[config.mk]
export PLATFORM = sky130hd
export DESIGN_NAME = fetch_stage_flat
export DESIGN_NICKNAME = d
export VERILOG_FILES = /design/src/rtl/wisc_pkg.sv /design/src/rtl/fetch_stage_if.sv /design/src/rtl/fetch_stage_instr_queue.sv /design/src/rtl/fetch_stage.sv /design/src/flat_wrapper.sv
export SDC_FILE = /design/constraint.sdc
export NUM_CORES = 1
export LEC_CHECK = 0
export CAP_MARGIN = 40
export CORE_UTILIZATION = 54
export CTS_BUF_LIST = sky130_fd_sc_hd__clkbuf_2
export CTS_CLUSTER_SIZE = 16
export DETAILED_ROUTE_END_ITERATION = 10
export PLACE_DENSITY_LB_ADDON = 0.12
export SYNTH_ARGS = -nofsm -noshare
export SYNTH_HDL_FRONTEND = slang
export SYNTH_SLANG_ARGS = --single-unit
[constraint.sdc]
create_clock -name clk -period 3 [get_ports clk]
set_input_delay 0.3 -clock clk [delete_from_list [all_inputs] [get_ports clk]]
set_output_delay 0.3 -clock clk [all_outputs]
set_load 0.02 [all_outputs]
[src/rtl/wisc_pkg.sv]
// Shared widths, encodings and the fetch-queue entry type for the 16-bit
// pipelined processor.
package wisc_pkg;

  localparam int INSTR_W = 16;
  localparam int PC_W    = 16;

  localparam logic [INSTR_W-1:0] NOP_INSTR = 16'h0800;
  localparam logic [4:0]         OPC_HALT  = 5'b00000;

  typedef struct packed {
    logic [INSTR_W-1:0] instr;
    logic [PC_W-1:0]    pcPlus2;
  } queueEntry_t;

  function automatic logic isHalt(input logic [INSTR_W-1:0] word);
    return word[INSTR_W-1 -: 5] == OPC_HALT;
  endfunction

endpackage

[src/rtl/fetch_stage_if.sv]
// Fetch-stage bus: instruction-memory req/ack, downstream redirect and the
// valid/ready hand-off to decode. master = fetch side, slave = environment.
interface fetch_stage_if;
  import wisc_pkg::*;

  logic               imemReq;
  logic [PC_W-1:0]    imemAddr;
  logic               imemAck;
  logic [INSTR_W-1:0] imemData;
  logic               redirect;
  logic [PC_W-1:0]    redirectPc;
  logic               decReady;
  logic               instrValid;
  logic [INSTR_W-1:0] instr;
  logic [PC_W-1:0]    pcPlus2;
  logic               halted;
  logic               err;

  modport master (
    output imemReq, imemAddr, instrValid, instr, pcPlus2, halted, err,
    input  imemAck, imemData, redirect, redirectPc, decReady
  );

  modport slave (
    input  imemReq, imemAddr, instrValid, instr, pcPlus2, halted, err,
    output imemAck, imemData, redirect, redirectPc, decReady
  );

endinterface

[src/rtl/fetch_stage_instr_queue.sv]
// DEPTH-entry circular FIFO of {instr, pcPlus2}; flush empties it in one
// cycle and leaves the stale head entry visible.
module instr_queue
  import wisc_pkg::*;
#(
  parameter  int DEPTH = 2,
  localparam int AW    = $clog2(DEPTH),
  localparam int CW    = AW + 1
) (
  input  logic          clk,
  input  logic          rst,
  input  logic          push,
  input  logic          pop,
  input  logic          flush,
  input  queueEntry_t   pushEntry,
  output logic [CW-1:0] count,
  output queueEntry_t   head
);

  queueEntry_t     mem [DEPTH];
  logic [AW-1:0]   headPtr;
  logic [AW-1:0]   tailPtr;

  always_ff @(posedge clk or negedge rst) begin
    if (!rst) begin
      headPtr <= '0;
      tailPtr <= '0;
      count   <= '0;
      for (int i = 0; i < DEPTH; i++) begin
        mem[i] <= '{instr: NOP_INSTR, pcPlus2: '0};
      end
    end else if (flush) begin
      tailPtr <= headPtr;
      count   <= '0;
    end else begin
      if (push) begin
        mem[tailPtr] <= pushEntry;
        tailPtr      <= tailPtr + AW'(1);
      end
      if (pop) begin
        headPtr <= headPtr + AW'(1);
      end
      count <= count + CW'(push) - CW'(pop);
    end
  end

  assign head = mem[headPtr];

endmodule

[src/rtl/fetch_stage.sv]
// Instruction-fetch stage: owns the PC, issues req/ack fetches and queues
// results for decode. Optional HALT detection under FETCH_HALT_DETECT_EN.
module fetch_stage
  import wisc_pkg::*;
#(
  parameter int              DEPTH    = 2,
  parameter logic [PC_W-1:0] RESET_PC = 16'h0000
) (
  input  logic          clk,
  input  logic          rst,
  fetch_stage_if.master bus
);

  localparam int            CW      = $clog2(DEPTH) + 1;
  localparam logic [CW-1:0] DEPTH_C = CW'(DEPTH);

  logic [PC_W-1:0] fetchPc;
  logic [PC_W-1:0] reqAddr;
  logic            outstanding;
  logic            drop;
  logic            err;
  logic            halted;
  logic [CW-1:0]   count;
  queueEntry_t     head;
  queueEntry_t     pushEntry;

  logic            accept;
  logic            pop;
  logic            issue;
  logic            outAfter;
  logic            dropAfter;
  logic            haltedAfter;
  logic [PC_W-1:0] pcPlus2Next;
  logic [PC_W-1:0] fetchPcAfter;
  logic [CW-1:0]   countAfter;

  // Everything is evaluated on the post-cycle view so the next request can
  // go out back-to-back with an ack, giving one fetch per cycle.
  always_comb begin
    accept       = bus.imemAck && outstanding && !drop && !bus.redirect;
    pop          = (count != '0) && bus.decReady && !bus.redirect;
    pcPlus2Next  = fetchPc + 16'd2;
    pushEntry    = '{instr: bus.imemData, pcPlus2: pcPlus2Next};
    fetchPcAfter = bus.redirect ? bus.redirectPc : (accept ? pcPlus2Next : fetchPc);
    outAfter     = outstanding && !bus.imemAck;
    dropAfter    = bus.redirect ? outAfter : (drop && outAfter);
    countAfter   = bus.redirect ? '0 : (count + CW'(accept) - CW'(pop));
`ifdef FETCH_HALT_DETECT_EN
    haltedAfter  = !bus.redirect && (halted || (accept && isHalt(bus.imemData)));
`else
    haltedAfter  = 1'b0;
`endif
    issue        = !outAfter && (countAfter < DEPTH_C) && !haltedAfter;
  end

  // A request stays outstanding, at its latched address, until its ack,
  // even when a redirect has already marked its response for dropping.
  always_ff @(posedge clk or negedge rst) begin
    if (!rst) begin
      fetchPc     <= RESET_PC;
      reqAddr     <= RESET_PC;
      outstanding <= 1'b0;
      drop        <= 1'b0;
      err         <= 1'b0;
    end else begin
      fetchPc     <= fetchPcAfter;
      drop        <= dropAfter;
      outstanding <= outAfter || issue;
      if (issue) begin
        reqAddr <= fetchPcAfter;
      end
      if (bus.imemAck && !outstanding) begin
        err <= 1'b1;
      end
    end
  end

`ifdef FETCH_HALT_DETECT_EN
  always_ff @(posedge clk or negedge rst) begin
    if (!rst) begin
      halted <= 1'b0;
    end else begin
      halted <= haltedAfter;
    end
  end
`else
  assign halted = 1'b0;
`endif

  instr_queue #(.DEPTH(DEPTH)) queue (
    .clk       (clk),
    .rst       (rst),
    .push      (accept),
    .pop       (pop),
    .flush     (bus.redirect),
    .pushEntry (pushEntry),
    .count     (count),
    .head      (head)
  );

  assign bus.imemReq    = outstanding;
  assign bus.imemAddr   = reqAddr;
  assign bus.instrValid = (count != '0);
  assign bus.instr      = head.instr;
  assign bus.pcPlus2    = head.pcPlus2;
  assign bus.halted     = halted;
  assign bus.err        = err;

endmodule

[src/flat_wrapper.sv]
// flat-port wrapper written by rule: the top's interface ports become plain ports
module fetch_stage_flat import wisc_pkg::*;
#(
  parameter int              DEPTH    = 2,
  parameter logic [PC_W-1:0] RESET_PC = 16'h0000
)
  (clk, rst, bus_imemReq, bus_imemAddr, bus_instrValid, bus_instr, bus_pcPlus2, bus_halted, bus_err, bus_imemAck, bus_imemData, bus_redirect, bus_redirectPc, bus_decReady);
  fetch_stage_if bus_i ();
  input  logic clk;
  input  logic rst;
  output wire logic [$bits(bus_i.imemReq)-1:0] bus_imemReq;
  output wire logic [$bits(bus_i.imemAddr)-1:0] bus_imemAddr;
  output wire logic [$bits(bus_i.instrValid)-1:0] bus_instrValid;
  output wire logic [$bits(bus_i.instr)-1:0] bus_instr;
  output wire logic [$bits(bus_i.pcPlus2)-1:0] bus_pcPlus2;
  output wire logic [$bits(bus_i.halted)-1:0] bus_halted;
  output wire logic [$bits(bus_i.err)-1:0] bus_err;
  input wire logic [$bits(bus_i.imemAck)-1:0] bus_imemAck;
  input wire logic [$bits(bus_i.imemData)-1:0] bus_imemData;
  input wire logic [$bits(bus_i.redirect)-1:0] bus_redirect;
  input wire logic [$bits(bus_i.redirectPc)-1:0] bus_redirectPc;
  input wire logic [$bits(bus_i.decReady)-1:0] bus_decReady;
  assign bus_imemReq = bus_i.imemReq;
  assign bus_imemAddr = bus_i.imemAddr;
  assign bus_instrValid = bus_i.instrValid;
  assign bus_instr = bus_i.instr;
  assign bus_pcPlus2 = bus_i.pcPlus2;
  assign bus_halted = bus_i.halted;
  assign bus_err = bus_i.err;
  assign bus_i.imemAck = bus_imemAck;
  assign bus_i.imemData = bus_imemData;
  assign bus_i.redirect = bus_redirect;
  assign bus_i.redirectPc = bus_redirectPc;
  assign bus_i.decReady = bus_decReady;
  fetch_stage #(.DEPTH(DEPTH), .RESET_PC(RESET_PC)) u_core (.clk(clk), .rst(rst), .bus(bus_i));
endmodule
* After elaboration in Yosys (flattened, before gate mapping)
Cells that the tools add are included. W data, S select, Z words.
Cells by class: add/sub/neg operators 5, order comparisons 4, muxes and demuxes 12, bitwise operators 3, reductions and logical operators 20
Operators with widths (number):
- $mux W32 | 4
- $bwmux W64 | 1
- $demux W32 S1 | 1
- $mux W16 | 2
- $add A16 B2 Y16 const B | 1
- $logic_and A1 B1 Y1 | 10
- $logic_not A1 Y1 | 5
- $ge A2 B2 Y1 const B | 2
- $not A1 Y2 | 2
- $reduce_and A2 Y1 | 2
- $reduce_bool A2 Y1 | 2
- $mux W1 | 3
- $add A1 B1 Y1 const B | 2
- $add A2 B1 Y2 | 1
- $lt A2 B1 Y1 const B | 1
- $lt A2 B2 Y1 const B | 1
- $mux W2 | 1
- $sub A2 B1 Y2 | 1
- $logic_or A1 B1 Y1 | 1
- $not A1 Y1 | 1
Word-level totals: register bits after elaboration 103, bits of input ports 37, output and inout port bits 52, word-level logic and storage cells 56

* Depth between registers and ports, before layout
depth after elaboration 9, gate-level depth with buffers 12, gate-level depth less buffers 10

* Modules after synthesis
A second synthesis with hierarchy kept.
Second synthesis, totals: cell total of the unflattened synthesis 388, area, all modules 5054.8 um2
Modules (own cells, without submodules):
- instr_queue | instances 1, cells each 188, area an instance 2992.9 um2, seq. area each 1704.1 um2
- fetch_stage | instances 1, cells each 200, area an instance 2062.0 um2, seq. area each 875.8 um2

* Worst setup path after synthesis
Ideal clock, no wire load.
kind input port to flip-flop, start input bus_redirect, end register u_core.reqAddr[0], in the netlist u_core.bus.imemAddr[0], library setup time 0.125 ns, arrival 2.546 ns, data required time 2.875 ns, path slack 0.329 ns, stages on the path 11, buffers on the path 3, cell sequence buf_2 -> buf_1 -> and3b_1 -> ha_1 -> inv_1 -> ha_1 -> xor2_1 -> xnor2_1 -> o21ai_0 -> buf_2 -> mux2_2
On the way: longest elaborated chain between the ends 7, elaborated cells between the ends (all ways) 10, those cells by class 2 x add/sub; 1 x order compare; 3 x mux; 4 x reduce/logical
Ends and longest elaborated chain:
- start, declared | RTL line flat_wrapper.sv:20 | input wire logic [$bits(bus_i.redirect)-1:0] bus_redirect;
- $logic_not A1 Y1 | RTL line fetch_stage.sv:40, fetch_stage.sv:41
- $logic_and A1 B1 Y1 | RTL line fetch_stage.sv:40 | accept = bus.imemAck && outstanding && !drop && !bus.redirect;
- $add A2 B1 Y2 | RTL line fetch_stage.sv:47 | countAfter = bus.redirect ? '0 : (count + CW'(accept) - CW'(pop));
- $sub A2 B1 Y2 | RTL line fetch_stage.sv:47
- $mux W2 | RTL line fetch_stage.sv:47
- $lt A2 B2 Y1 | RTL line fetch_stage.sv:53 | issue = !outAfter && (countAfter < DEPTH_C) && !haltedAfter;
- $logic_and A1 B1 Y1 | RTL line fetch_stage.sv:53
- end signal, assigned | RTL line fetch_stage.sv:70 | reqAddr <= fetchPcAfter;
- end, declared | RTL line fetch_stage.sv:18 | logic [PC_W-1:0] reqAddr;
Several ways; a longest one is shown, not always the timed one. A chain may end at the register's enable or synchronous reset.

* Final worst setup path
start register u_core.queue.count[1], end register u_core.reqAddr[5], in the netlist u_core.bus.imemAddr[5]
On the way: longest elaborated chain between the ends 7, elaborated cells between the ends (all ways) 8, those cells by class 2 x add/sub; 1 x order compare; 1 x mux; 4 x reduce/logical
Ends and longest elaborated chain:
- start, declared | RTL line fetch_stage_instr_queue.sv:16 | output logic [CW-1:0] count,
- start signal, assigned | RTL line fetch_stage_instr_queue.sv:43 | count <= count + CW'(push) - CW'(pop);
- branches (longest 3 deep; another with $add A2 B1 Y2)
- $sub A2 B1 Y2 * | RTL line fetch_stage.sv:47
- $mux W2 * | RTL line fetch_stage.sv:47
- via u_core.countAfter[1] | RTL line fetch_stage.sv:35 | logic [CW-1:0] countAfter;
- $lt A2 B2 Y1 * | RTL line fetch_stage.sv:53
- $logic_and A1 B1 Y1 * | RTL line fetch_stage.sv:53
Mark *: on every way through the listed nets, which the timed path passes.

==> out/results.md <==
- **total placed cells including tap cells** 580
- **Port Buf Inserts** 87
- **register bit count reported by yosys** 103
- **dominant cell type by area after synthesis** sky130_fd_sc_hd__dfrtp_1
- **post-layout util** 0.685
- **I/O pin count** 89
- **total detailed-routing wirelength** 9.85 mm
- **post-place instance area** 0.00578 mm^2
- **power density over cell area** 949 mW/mm^2
- **Final Hold Vio Count** 0
- **post-CTS clock slew at the launch and capture registers of the worst setup and hold paths** 300 ps
- **hold crit path type** in -> async
- **Startpoint Class** flop
- **effective utilization at floorplan** 0.556
- **number of cell instances on the worst register-to-register path** 11
- **Max VDD drop** 644 uV
- **Root Buffer** sky130_fd_sc_hd__clkbuf_2
- **clock insertion delay at the later pin of the skew report** 560 ps
- **Setup Crit Path Kind** reg -> reg
- **buffers from clock root to sink, at most** 2
- **first-pass iteration count of the detailed router** 5
- **Most used DFF post-synth** sky130_fd_sc_hd__dfrtp_1
- **routed vias** 3204
- **Die Wd** 96.5 um
- **leakage power** 2.48 nW
- **via density per instance** 5.37
- **global-route wire length before repair** 16.0 mm
- **CTS H-tree depth** 3
- **fraction of final layout cells sized beyond drive strength 1** 0.260
- **Yosys cell types** 46
- **post-cts sizing count** 0
- **most frequent cells in the layout** sky130_fd_sc_hd__dfrtp_1 (101), sky130_fd_sc_hd__clkdlybuf4s50_1 (86), sky130_fd_sc_hd__mux2_2 (80)
- **portion of the clock cycle consumed by the worst path in the final layout** 0.871
- **area share of the largest cell type after synthesis** 0.524
- **Layout Skew** 33.1 ps
- **die height** 96.5 um
- **count of placed standard cells in the final layout, fillers left out** 597
- **Crit Path Max Fanout** 9
- **net count of the mapped netlist** 440
- **post-CTS setup buffers** 0
- **endpoint class of the critical path** flop
- **number of global-route vias before repair** 3203
- **part of the Yosys area used for sequential elements** 0.535
- **Reg2Reg Launch Point** u_core.queue.count[1]
- **number of remaining DRC errors** 0
- **largest net degree at the start of global routing** 47
- **total global routing track utilization** 0.230
- **setup repair after global routing missed its margin** no
- **area enclosed by the die boundary** 0.00932 mm^2
- **average size of a mapped cell** 12.1 um^2
- **Synth area leaders** sky130_fd_sc_hd__dfrtp_1 (52%), sky130_fd_sc_hd__mux2_2 (19%), sky130_fd_sc_hd__xnor2_1 (3.1%), sky130_fd_sc_hd__nand2_1 (2.4%), sky130_fd_sc_hd__nor2_1 (2.1%)
- **antenna-violating nets left** 0
- **antenna diode count** 0
- **final instance area** 0.00594 mm^2
- **post-DP HPWL** 6.88 mm
- **WL/cell** 16.5 um
- **clock tree from TritonCTS** done
- **number of max-cap violations** 0
- **top achievable clock speed** 0.383 GHz
- **starting DRC count in detailed routing** 126
- **outcome** finished clean
- **Yosys warning total** 0
- **post-synthesis cell count** 400
- **clock buffers created by TritonCTS** 9
- **net count of the finished layout** 524
- **fraction of registers with async set/reset** 1.00
- **final total negative setup slack** 0 ps
- **Core Region** 0.00868 mm^2
- **aggregate global routing overflow** 0
- **register-to-register setup slack** 390 ps
- **count of flip-flops with a built-in enable after synthesis** 0
- **RePlAce Congestion** 0.850
- **number of hold-repair buffers added at the cts stage** 1
- **transition time of the tightest slew-check pin** 567 ps
- **clock net sink count** 103
- **final hold slack** 211 ps
- **max-slew violation count** 0
- **Data required, critical path** 3460 ps
- **Area Growth Syn to Fin** 23.1%
- **Rows** 34
- **worst max-slew margin expressed relative to the limit** 0.622
- **Final min period** 2610 ps
- **total of endpoints with negative setup slack in the final report** 0
- **leading cell type in the layout, fill and taps excluded** sky130_fd_sc_hd__dfrtp_1
- **Data arrival, critical path** 3070 ps
- **initial antenna violation count** 0
- **post-synthesis instance area** 0.00482 mm^2
- **Worst R2R End** u_core.bus.imemAddr[5]
worst max path at each step:
stage | start | endpoint | slack, ps | depth (start not counted)
after floorplan | bus_redirect | u_core.bus.imemAddr[0] | 330 | 11
after global placement | bus_redirect | u_core.bus.imemAddr[9] | 250 | 11
after detailed placement | bus_redirect | u_core.bus.imemAddr[11] | 120 | 12
after CTS | u_core.queue.headPtr | bus_pcPlus2[10] | 360 | 3
after global routing | u_core.queue.count[1] | u_core.bus.imemAddr[5] | 280 | 11
final | u_core.queue.count[1] | u_core.bus.imemAddr[5] | 390 | 11
final cells by class:
class                   count  area [um^2]
clock buffers               9         45.0
well taps                 108          135
repair buffers            100          981
fillers                   674         2740
clock inverters             7          104
multi-input cells         265         2080
inverters                   5         18.8
flip-flops and latches    103         2580
power by group:
group          switching, mW  internal (mW)
Clock                  0.475          0.286
Sequential             0.316           1.92
Combinational           1.21           1.43
Total                   2.00           3.64
metrics by stage:
stage	power [mW]	setup slack (ps)
after global placement	4.86	247
after detailed placement	4.93	117
after CTS	5.69	363
final	5.64	387
after floorplan	3.81	329
after global routing	6.00	276
registers in the layout, summed over array words and instances, names as in the netlist:
| name | count |
|---|---|
| u_core.drop | 1 |
| u_core.fetchPc | 16 |
| u_core.queue.mem | 64 |
| u_core.bus.imemAddr | 16 |
| u_core.queue.headPtr | 1 |
| u_core.bus.imemReq | 1 |
| u_core.queue.count | 2 |
| u_core.bus.err | 1 |
| u_core.queue.tailPtr | 1 |
critical path, stage by stage, from the launching register on:
cell and delay, ps:
sky130_fd_sc_hd__dfrtp_1 460, sky130_fd_sc_hd__or2_2 290, sky130_fd_sc_hd__and3b_1 210, sky130_fd_sc_hd__ha_1 290, sky130_fd_sc_hd__inv_1 60, sky130_fd_sc_hd__ha_1 150, sky130_fd_sc_hd__xor2_1 180, sky130_fd_sc_hd__xnor2_1 150
sky130_fd_sc_hd__nor2_1 80, sky130_fd_sc_hd__nor2b_1 120, sky130_fd_sc_hd__buf_4 200, sky130_fd_sc_hd__mux2_2 340
logic make-up (layout without fill, tap and decap cells):
logic type                 Yosys count  count (layout)  synth area share
DFF                                103             103             0.535
buffers and inverters               32             121            0.0348
muxes                               86              86             0.201
adders and majority gates            3               3           0.00778
AOI/OAI and AO/OA                   48              48            0.0609
xor gates and xnor gates            27              27            0.0490
and+or+nand+nor                    100             100             0.111
other                                1               1          0.000777
per-layer routing:
| layer | share of wire | up-vias | track usage |
|---|---|---|---|
| met5 | 0 | - | 0 |
| met1 | 0.48 | 1579 | 0.338 |
| li1 | - | 1554 | - |
| met4 | 0.0081 | 0 | 0.0662 |
| met2 | 0.47 | 66 | 0.357 |
| met3 | 0.033 | 5 | 0.0313 |
cell usage after synthesis (all sizes together), types with 3 or more instances:
master,number
ha,3
a21oi,15
nor4,6
nand3,7
nor2,32
nand2,31
buf,20
clkbuf,7
a211o,4
xnor2,17
o31ai,3
nor3,6
inv,5
nand4,6
o21ai,20
dfrtp,101
xor2,10
nor2b,5
mux2,85
(Power assumes the default switching activity.)
